$ cat config.mk
export PLATFORM = sky130hd
export DESIGN_NAME = bit_serial_alu_ctrl
export DESIGN_NICKNAME = d
export VERILOG_FILES = /design/src/rtl/bit_serial_pkg.sv /design/src/rtl/bsa_bit_counter.sv /design/src/rtl/bit_serial_alu_ctrl.sv
export SDC_FILE = /design/constraint.sdc
export NUM_CORES = 1
export LEC_CHECK = 0
export ABC_AREA = 0
export CORE_MARGIN = 8
export CORE_UTILIZATION = 40
export CTS_BUF_LIST = sky130_fd_sc_hd__clkbuf_8
export CTS_CLUSTER_DIAMETER = 60
export DETAILED_ROUTE_END_ITERATION = 6
export PLACE_DENSITY = 0.69
export SLEW_MARGIN = 20
export SYNTH_ARGS = -nofsm -noshare
export SYNTH_HDL_FRONTEND = slang
export SYNTH_SLANG_ARGS = --single-unit
$ cat constraint.sdc
create_clock -name clk -period 3.45 [get_ports clk]
set_clock_uncertainty 0.1 [all_clocks]
set_input_delay 0.69 -clock clk [delete_from_list [all_inputs] [get_ports clk]]
set_output_delay 0.69 -clock clk [all_outputs]
set_load 0.02 [all_outputs]
$ cat src/rtl/bit_serial_pkg.sv
// rtl/bit_serial_pkg.sv - shared types and constants for the bit-serial ALU controller
package bit_serial_pkg;

  localparam int DEFAULT_WIDTH = 8;

  typedef enum logic [1:0] {
    OP_NOR = 2'b00,
    OP_XOR = 2'b01,
    OP_ADD = 2'b10,
    OP_SUB = 2'b11
  } alu_op_e;

  typedef enum logic [1:0] {
    S_IDLE,
    S_RUN,
    S_DONE
  } ctrl_state_e;

  // ADD and SUB are the only ops whose carry chain is meaningful
  function automatic logic is_arith(alu_op_e op);
    return op[1];
  endfunction

endpackage

$ cat src/rtl/bsa_bit_counter.sv
// rtl/bsa_bit_counter.sv - bit position counter for the serial ALU sequencer
module bsa_bit_counter #(
  parameter int WIDTH = 8,
  localparam int CW = $clog2(WIDTH)
) (
  input  logic clk,
  input  logic rst_n,
  input  logic clr_i,
  input  logic en_i,
  output logic last_o
);

  logic [CW-1:0] cnt_q;
  logic [CW-1:0] cnt_d;

  always_comb begin
    cnt_d = cnt_q;
    if (clr_i) begin
      cnt_d = '0;
    end else if (en_i) begin
      cnt_d = cnt_q + 1'b1;
    end
  end

  always_ff @(posedge clk) begin
    if (!rst_n) begin
      cnt_q <= '0;
    end else begin
      cnt_q <= cnt_d;
    end
  end

  assign last_o = (cnt_q == CW'(WIDTH - 1));

endmodule

$ cat src/rtl/bit_serial_alu_ctrl.sv
// rtl/bit_serial_alu_ctrl.sv - drives a 1-bit ALU slice LSB first over WIDTH cycles
// Optional signed overflow output enabled by BIT_SERIAL_OVF_EN.
module bit_serial_alu_ctrl
  import bit_serial_pkg::*;
#(
  parameter int WIDTH = DEFAULT_WIDTH
) (
  input  logic             clk,
  input  logic             rst_n,
  input  logic             start,
  input  logic [WIDTH-1:0] a,
  input  logic [WIDTH-1:0] b,
  input  logic [1:0]       op,
  output logic             busy,
  output logic             done,
  output logic [WIDTH-1:0] result,
  output logic             cout,
  output logic             ovf,
  output logic             alu_a,
  output logic             alu_b,
  output logic             alu_cin,
  output logic [1:0]       alu_op,
  input  logic             alu_s,
  input  logic             alu_cout
);

  ctrl_state_e      state_q;
  alu_op_e          op_q;
  logic [WIDTH-1:0] a_sh_q;
  logic [WIDTH-1:0] b_sh_q;
  logic [WIDTH-1:0] res_sh_q;
  logic [WIDTH-1:0] res_sh_d;
  logic [WIDTH-1:0] result_q;
  logic             carry_q;
  logic             cout_q;
  logic             busy_q;
  logic             done_q;
  logic             accept;
  logic             bit_last;

  assign accept   = start && (state_q == S_IDLE || state_q == S_DONE);
  assign res_sh_d = {alu_s, res_sh_q[WIDTH-1:1]};

  bsa_bit_counter #(.WIDTH(WIDTH)) u_bit_counter (
    .clk    (clk),
    .rst_n  (rst_n),
    .clr_i  (accept),
    .en_i   (state_q == S_RUN),
    .last_o (bit_last)
  );

`ifdef BIT_SERIAL_OVF_EN
  logic ovf_q;
`endif

  always_ff @(posedge clk) begin
    if (!rst_n) begin
      state_q  <= S_IDLE;
      op_q     <= OP_NOR;
      a_sh_q   <= '0;
      b_sh_q   <= '0;
      res_sh_q <= '0;
      result_q <= '0;
      carry_q  <= 1'b0;
      cout_q   <= 1'b0;
      busy_q   <= 1'b0;
      done_q   <= 1'b0;
`ifdef BIT_SERIAL_OVF_EN
      ovf_q    <= 1'b0;
`endif
    end else begin
      done_q <= 1'b0;
      case (state_q)
        S_IDLE, S_DONE: begin
          if (accept) begin
            a_sh_q  <= a;
            b_sh_q  <= b;
            op_q    <= alu_op_e'(op);
            carry_q <= (alu_op_e'(op) == OP_SUB);
            busy_q  <= 1'b1;
            state_q <= S_RUN;
          end else begin
            state_q <= S_IDLE;
          end
        end
        S_RUN: begin
          a_sh_q   <= a_sh_q >> 1;
          b_sh_q   <= b_sh_q >> 1;
          res_sh_q <= res_sh_d;
          carry_q  <= alu_cout;
          if (bit_last) begin
            state_q  <= S_DONE;
            busy_q   <= 1'b0;
            done_q   <= 1'b1;
            result_q <= res_sh_d;
            cout_q   <= is_arith(op_q) & alu_cout;
`ifdef BIT_SERIAL_OVF_EN
            // carry_q here is the carry into the MSB; it differs from carry-out on signed overflow
            ovf_q    <= is_arith(op_q) & (carry_q ^ alu_cout);
`endif
          end
        end
        default: state_q <= S_IDLE;
      endcase
    end
  end

  assign busy    = busy_q;
  assign done    = done_q;
  assign result  = result_q;
  assign cout    = cout_q;
  assign alu_a   = a_sh_q[0];
  assign alu_b   = b_sh_q[0];
  assign alu_cin = carry_q;
  assign alu_op  = op_q;

`ifdef BIT_SERIAL_OVF_EN
  assign ovf = ovf_q;
`else
  assign ovf = 1'b0;
`endif

endmodule

[After elaboration in Yosys (flattened, before gate mapping)]
Cells that the tools add are included.
Storage, ports and cells
  ROM bits: 0
  bits of input ports: 23
  memory bits (writable): 0
  register bits after elaboration: 43
  word-level logic and storage cells: 44
  memories kept: 0
  bits in latches: 0
Cells by class
  reduce and logical (&&, ||, !) cells: 11
  bitwise gates (word level): 2
  $lt $le $gt $ge: 0
  shift operators: 0
  add/subtract/negate cells: 1
  $mul: 0
  div/mod/pow operators: 0
  muxes and demuxes: 13
  eq/ne operators: 6
Operators by type and width (count)
  $pmux 8 s2: 2
  $mux 8: 2
  $reduce_and 2->1: 4
  $mux 1: 5
  $eq 2x2->1 const B: 2
  $ne 2x2->1 const B: 2
  $pmux 1 s2: 2
  $pmux 2 s2: 1
  $reduce_or 2->1: 2
  $add 3x1->3 const B: 1
  $eq 3x3->1 const B: 1
  $reduce_and 3->1: 1
  $eq 2x1->1 const B: 1
  $logic_not 2->1: 1
  $mux 2: 1
  $reduce_bool 2->1: 1
  $and 1x1->1: 1
  $logic_and 1x1->1: 1
  $logic_or 1x1->1: 1
  $not 1->1: 1

[Depth between registers and ports, before layout]
Gate-level depths: netlist (run 1).
  depth after elaboration: 5
  gate-level depth with buffers: 6
  mapped depth without buffers: 5

[Hierarchy]
A second synthesis (run 1) with hierarchy kept.
Second synthesis, totals
  cells, all modules: 184
  area, all modules: 1804.2 um^2
Modules (own cells, without submodules)
  bit_serial_alu_ctrl: area each 1672.9 um^2, cells each 172, instances 1, seq. area each 780.7 um^2
  bsa_bit_counter: area each 131.4 um^2, cells each 12, instances 1, seq. area each 60.1 um^2

[Worst setup path after synthesis (run 1)]
No wires, ideal clock.
  path type: input to register
  from: in start
  to: reg carry_q, in the netlist alu_cin
  stages on the path: 4
  setup time: 122 ps
  arrival time: 1212 ps
  setup slack: 2016 ps
  path buffers: 1
  cells stage by stage: nor2b_1 > buf_2 > a32oi_1 > a21boi_1
On the way
  cells in the longest elaborated chain, start to end: 3
RTL lines
  start: declaration: line bit_serial_alu_ctrl.sv:10  | input logic start,
  $logic_and 1x1->1: line bit_serial_alu_ctrl.sv:41  | assign accept = start && (state_q == S_IDLE || state_q == S_DONE);
  $ne 2x2->1 (no line)
  $reduce_and 2->1 (no line)
  end signal: assignment: line bit_serial_alu_ctrl.sv:79  | carry_q <= (alu_op_e'(op) == OP_SUB);
  end signal: assignment: line bit_serial_alu_ctrl.sv:90  | carry_q <= alu_cout;
  end: declaration: line bit_serial_alu_ctrl.sv:34  | logic carry_q;
Every way passes these cells.
A chain may end at the register's enable or synchronous reset.

[Worst setup path in the final report (run 1)]
  from: reg op_q[1], in the netlist alu_op[1]
  to: out alu_op[1]
RTL lines
  start: declaration: line bit_serial_alu_ctrl.sv:28  | alu_op_e op_q;
  start signal: assignment: line bit_serial_alu_ctrl.sv:78  | op_q <= alu_op_e'(op);
  end: declaration: line bit_serial_alu_ctrl.sv:22  | output logic [1:0] alu_op,
No word-level cell between the ends.

==> results.py, run 1 <==
metrics = {
    "status": {
        "status": "finished, final reports clean",
    },
    "synth": {
        "yosysTopAreaCellShare_pct": 49.8,
        "ys_top_cells_by_area": "dfxtp_1 (50%), a21boi_1 (15%), nand2_1 (9.3%), a22oi_1 (6.2%), nand3_1 (5.3%)",
        "ys_top_cells_by_count": "dfxtp_1 (42), nand2_1 (42), a21boi_1 (33), nand3_1 (18), a22oi_1 (14)",
        "yosysSeqAreaShare_pct": 49.8,
        "ys.flop_type": "dfxtp_1",
        "synth_seq_cells": 42,
        "synth_edf_count": 0,
        "synth_cell_type_count": 23,
        "synth_warnings": 0,
        "postSynthCellCount": 187,
        "synth-async-reset-ratio_pct": 0,
        "synthesis.area_um2": 1690,
        "syn_avg_cell_area_um2": 9.03,
        "synth_nets": 212,
        "synth_top_area_cell": "dfxtp_1",
    },
    "placement": {
        "hpwl_um": 2450,
        "place_ws_ns": 1.19,
        "portBuffers": 38,
        "place.gp.congestion": 0.704,
        "place_area_um2": 2050,
    },
    "global_route": {
        "grtUsageTotal_pct": 11.6,
        "grt_max_degree": 28,
        "grt_pass1_wl_um": 6090,
        "antenna_found_initial": 0,
        "grt_overflow_total": 0,
        "grt_pass1_vias": 1336,
    },
    "finish": {
        "num_antenna_cells": 0,
        "nets": 243,
        "drive_gt1_share_pct": 4.57,
        "n_fill_cell": 386,
        "area_growth_syn_to_layout_pct": 27.8,
        "fin_area_um2": 2160,
    },
    "timing": {
        "fin_tns_setup_ns": 0,
        "final.min_clock_period_ns": 2.06,
        "setup_violations": 0,
        "relSlewSlack_pct": 32.9,
        "rsz0062_at_grt": "false",
        "slew_viol_final": 0,
        "worstMarginPinSlew_ns": 1.01,
        "setup_slack_ns": 1.39,
        "fmax_mhz": 485,
        "finalHoldViolations": 0,
        "finalCritPeriodShare_pct": 59.7,
    },
    "critical_path": {
        "cp_top_family": "buffers and inverters",
        "cp.depth": 1,
        "start_kind": "register",
        "max_stage_delay_ns": 0.62,
        "cp_num_buf_inv": 1,
        "cp_data_required_time_ns": 2.66,
        "slowest_stage": "clkdlybuf4s50_1",
        "reg2reg_depth": 3,
        "cp_max_fo": 3,
        "worstPathArrival_ns": 1.27,
        "path_cells": "clkdlybuf4s50_1",
        "path_class": "register to primary output",
        "critPathCaptureType": "primary output",
    },
    "drt": {
        "drtAntennaViolNets": 0,
        "first_pass_iters": 4,
        "wl_um": 3650,
        "dr_total_vias": 1386,
        "drc_errors": 0,
        "viasPerCell": 5.15,
        "routedWlPerCell_um": 13.6,
        "drtIter0Drc": 161,
    },
    "floorplan": {
        "ios": 40,
        "start_util_pct": 41.9,
        "design.core.area_um2": 4030,
        "fp.dieW_um": 81.0,
        "core.rowCount": 23,
        "dieArea_um2": 6560,
        "die_height_um": 81.0,
    },
    "cts": {
        "clkSinkCount": 42,
        "post_cts_buffers": 0,
        "htreeDepth": 2,
        "path_clk_slew_ns": 0.08,
        "cts_buffers": 5,
        "root_buffer": "clkbuf_8",
        "cts-resized-gates": 0,
        "clockBufferDepth": 2,
        "worstSkewPairLatency_ns": 0.29,
        "cts_tree": "yes",
        "postCtsHoldBufs": 0,
    },
    "run": {
        "max-cap-violations": 0,
    },
    "power_and_ir_drop": {
        "peakVddDrop_mv": 0.234,
        "p_per_area_nw_per_um2": 466,
        "power_leakage_uw": 0.000762,
    },
    "worst_hold_path": {
        "hp-class": "register to register",
        "worstHoldPathCells": 2,
    },
}
flip-flops by register name, summed over array words and instances (netlist names):
name                 cells
a_sh_q                   8
result                   8
state_q                  2
res_sh_q                 7
done                     1
busy                     1
u_bit_counter.cnt_q      3
alu_op                   2
b_sh_q                   8
alu_cin                  1
cout                     1
layout by cell type, fill, tap and decap left out:
master / Yosys / final
clkdlybuf4s50_1: 0 / 38
a22oi_1: 14 / 14
nand2_1: 42 / 42
clkbuf_8: 0 / 5
and3b_1: 1 / 1
bufinv_16: 0 / 1
a21boi_1: 33 / 33
conb_1: 1 / 1
buf_4: 4 / 2
clkinv_2: 0 / 2
nand2b_1: 2 / 2
a21boi_0: 2 / 2
a21oi_1: 2 / 2
a32oi_1: 1 / 1
nor2_1: 2 / 2
and2_1: 3 / 3
nor2b_1: 1 / 1
nand3b_1: 1 / 1
dfxtp_1: 42 / 42
xnor2_1: 1 / 1
and2b_1: 1 / 1
ha_1: 2 / 2
o21ai_0: 2 / 2
nand3_1: 18 / 18
layout make-up:
| cell class | instances | area (um2) | area share (%) |
|---|---|---|---|
| Sequential cell | 42 | 841 | 39.0 |
| Multi-Input combinational cell | 129 | 751 | 34.8 |
| Timing Repair Buffer | 40 | 395 | 18.3 |
| Clock buffer | 5 | 68.8 | 3.19 |
| Tap cell | 50 | 62.6 | 2.90 |
| Clock inverter | 3 | 40.0 | 1.86 |
worst paths after layout:
| kind | start | to | slack (ns) |
|---|---|---|---|
| setup / recovery | alu_op[1] | alu_op[1] | 1.39 |
| hold / removal | result[1] | result[1] | 0.35 |
| setup reg to reg | state_q[1] | state_q[0] | 1.74 |
| hold reg to reg | result[1] | result[1] | 0.35 |
report_power, final:
| part | internal [uW] | total [uW] | leakage [uW] | switching [uW] |
|---|---|---|---|---|
| combinational | 56.7 | 114 | 0.000362 | 57.7 |
| sequential | 504 | 515 | 0.000342 | 11.1 |
| clock | 213 | 377 | 0.0000579 | 164 |
stage by stage:
step	utilization (%)	power, uW	hold WS, ns	instances
after floorplan	-	599	0.335	187
after global placement	50.9	640	0.344	261
after detailed placement	50.9	641	0.348	261
after CTS	53.6	1020	0.359	269
after global routing	53.6	1050	0.383	269
final	53.6	1010	0.354	269
layer usage:
| metal | GRT usage [%] | wire (um) | share of wire, % |
|---|---|---|---|
| met3 | 3.75 | 221 | 6.1 |
| met4 | 5.36 | 64 | 1.8 |
| met5 | 0 | 0 | 0 |
| met1 | 13.5 | 1610 | 44 |
| met2 | 19.1 | 1760 | 48 |
kinds of logic after synthesis:
group / count (synthesis) / share of synthesized area, %
xor+xnor: 1 / 0.519
buf+inv: 16 / 5.78
flops: 42 / 49.8
fa+ha+maj: 2 / 1.48
simple gates: 71 / 18.7
other cells: 1 / 0.222
compound gates: 54 / 23.5
No activity file was read; power rests on OpenSTA's default activity.
==> run 2: changes to the inputs <==
clock period = 2.01 ns   (was 3.45 ns; I/O delays follow)
==> run 2 against run 1 <==
- setup slack got worse by 1.1 ns
- register-to-register slack got worse by 1.3 ns
- flip-flop and latch count is the same
- die area unchanged
- count of clock-buffer cells in the layout unchanged
- final area rose by 2.2%
- global-route usage shrank 0.36 points
- sequential share of layout area shrank 0.84 points
- non-clock buffer count grew 5
- wire length shrank 1.4%
- critical path type unchanged
- highest routed layer unchanged
==> results.py, run 2 (synthesized netlist as in run 1, its figures left out) <==
metrics = {
    "finish": {
        "most-common-layout-cells": "nand2_1 (42), dfxtp_1 (42), clkdlybuf4s50_1 (38)",
        "multi_input_area_um2": 751,
        "final_core_util_pct": 54.8,
        "area_growth_syn_to_layout_pct": 30.6,
        "fin_area_um2": 2210,
        "seq_area_um2": 841,
        "nets": 248,
        "drive_gt1_share_pct": 5.80,
        "n_fill_cell": 371,
        "num_antenna_cells": 0,
    },
    "worst_hold_path": {
        "worstHoldPathCells": 2,
        "hp-class": "register to register",
        "whs_endpoint": "result[7]",
        "worstHoldStart": "result[7]",
    },
    "critical_path": {
        "cp_data_required_time_ns": 1.51,
        "max_stage_delay_ns": 0.62,
        "rr_startpoint": "u_bit_counter.cnt_q[0]",
        "worstPathArrival_ns": 1.27,
        "rr_endpoint": "cout",
        "startpoint": "alu_op[1]",
        "slowest_stage": "clkdlybuf4s50_1",
        "reg2reg_depth": 5,
        "start_kind": "register",
        "path_cells": "clkdlybuf4s50_1",
        "critPathCaptureType": "primary output",
        "cp_top_family": "buffers and inverters",
        "path_class": "register to primary output",
        "cp.depth": 1,
        "cp_max_fo": 3,
        "cp_num_buf_inv": 1,
        "r2r_setup_slack_ns": 0.41,
    },
    "global_route": {
        "grt_max_degree": 21,
        "grt_overflow_total": 0,
        "grtUsageTotal_pct": 11.3,
        "antenna_found_initial": 0,
        "grt_pass1_wl_um": 5910,
        "grt_pass1_vias": 1245,
    },
    "cts": {
        "postCtsHoldBufs": 0,
        "cts-resized-gates": 0,
        "worstSkewPairLatency_ns": 0.29,
        "htreeDepth": 2,
        "post_cts_buffers": 0,
        "root_buffer": "clkbuf_8",
        "cts_tree": "yes",
        "clockBufferDepth": 2,
        "clkSinkCount": 42,
        "cts_buffers": 5,
        "path_clk_slew_ns": 0.08,
    },
    "timing": {
        "rsz0062_at_grt": "false",
        "finalHoldViolations": 0,
        "fmax_mhz": 565,
        "slew_viol_final": 0,
        "setup_violations": 0,
        "fin_tns_setup_ns": 0,
        "setup_slack_ns": 0.241,
        "finalCritPeriodShare_pct": 88.0,
        "final.min_clock_period_ns": 1.77,
    },
    "drt": {
        "routedWlPerCell_um": 13.1,
        "drtAntennaViolNets": 0,
        "drtIter0Drc": 93,
        "viasPerCell": 5.03,
        "first_pass_iters": 4,
        "wl_um": 3600,
        "dr_total_vias": 1378,
        "drc_errors": 0,
    },
    "floorplan": {
        "ios": 40,
        "start_util_pct": 41.9,
        "die_height_um": 81.0,
        "dieArea_um2": 6560,
        "fp.dieW_um": 81.0,
        "design.core.area_um2": 4030,
        "core.rowCount": 23,
    },
    "placement": {
        "portBuffers": 38,
        "hpwl_um": 2490,
        "place_area_um2": 2100,
        "place.gp.congestion": 0.748,
        "place_ws_ns": 0.294,
    },
    "power_and_ir_drop": {
        "peakVddDrop_mv": 0.390,
        "power_leakage_uw": 0.000794,
        "p_per_area_nw_per_um2": 782,
    },
    "run": {
        "max-cap-violations": 0,
    },
    "status": {
        "status": "finished, final reports clean",
    },
}
[run 2: cell types whose count changed in the layout (fill, tap and decap cells not counted), sizes merged]
cell    delta
inv        +2
clkinv     -2
buf        +5
[run 2: layout make-up]
| class | count | area share, % |
|---|---|---|
| Clock buffer | 5 | 3.12 |
| Clock inverter | 3 | 1.70 |
| Multi-Input combinational cell | 129 | 34.0 |
| Sequential cell | 42 | 38.1 |
| Tap cell | 50 | 2.84 |
| Timing Repair Buffer | 45 | 20.2 |
[run 2: per-stage QoR]
step                      hold WS [ns]  cells  power (uW)
after floorplan                  0.335    187        1030
after global placement           0.343    266        1110
after detailed placement         0.345    266        1120
after CTS                        0.356    274        1750
after global routing             0.373    274        1800
final                            0.354    274        1730
[run 2: metal layers]
metal	global-route usage [%]	routed length, um
met3	3.64	268
met5	0	0
met4	5.36	68
met2	17.3	1630
met1	14.0	1630
[run 2: how the worst max path moves through the flow]
stage                     end  slack (ns)
finish              alu_op[1]        0.24
global placement    b_sh_q[1]        0.34
global route        alu_op[1]        0.20
floorplan                done        0.62
detailed placement  b_sh_q[4]        0.29
CTS                 alu_op[1]        0.22
[run 2: power by group]
group | switching (uW) | internal [uW] | total (uW)
Combinational | 102 | 110 | 212
Sequential | 19.0 | 865 | 884
Clock | 268 | 361 | 629
Total | 389 | 1340 | 1730
==> run 3: changes to the inputs <==
CAP_MARGIN = 5   (was not set)
==> results of run 3 <==
No change in the layout: final DEF, timing and power equal those of run 2.
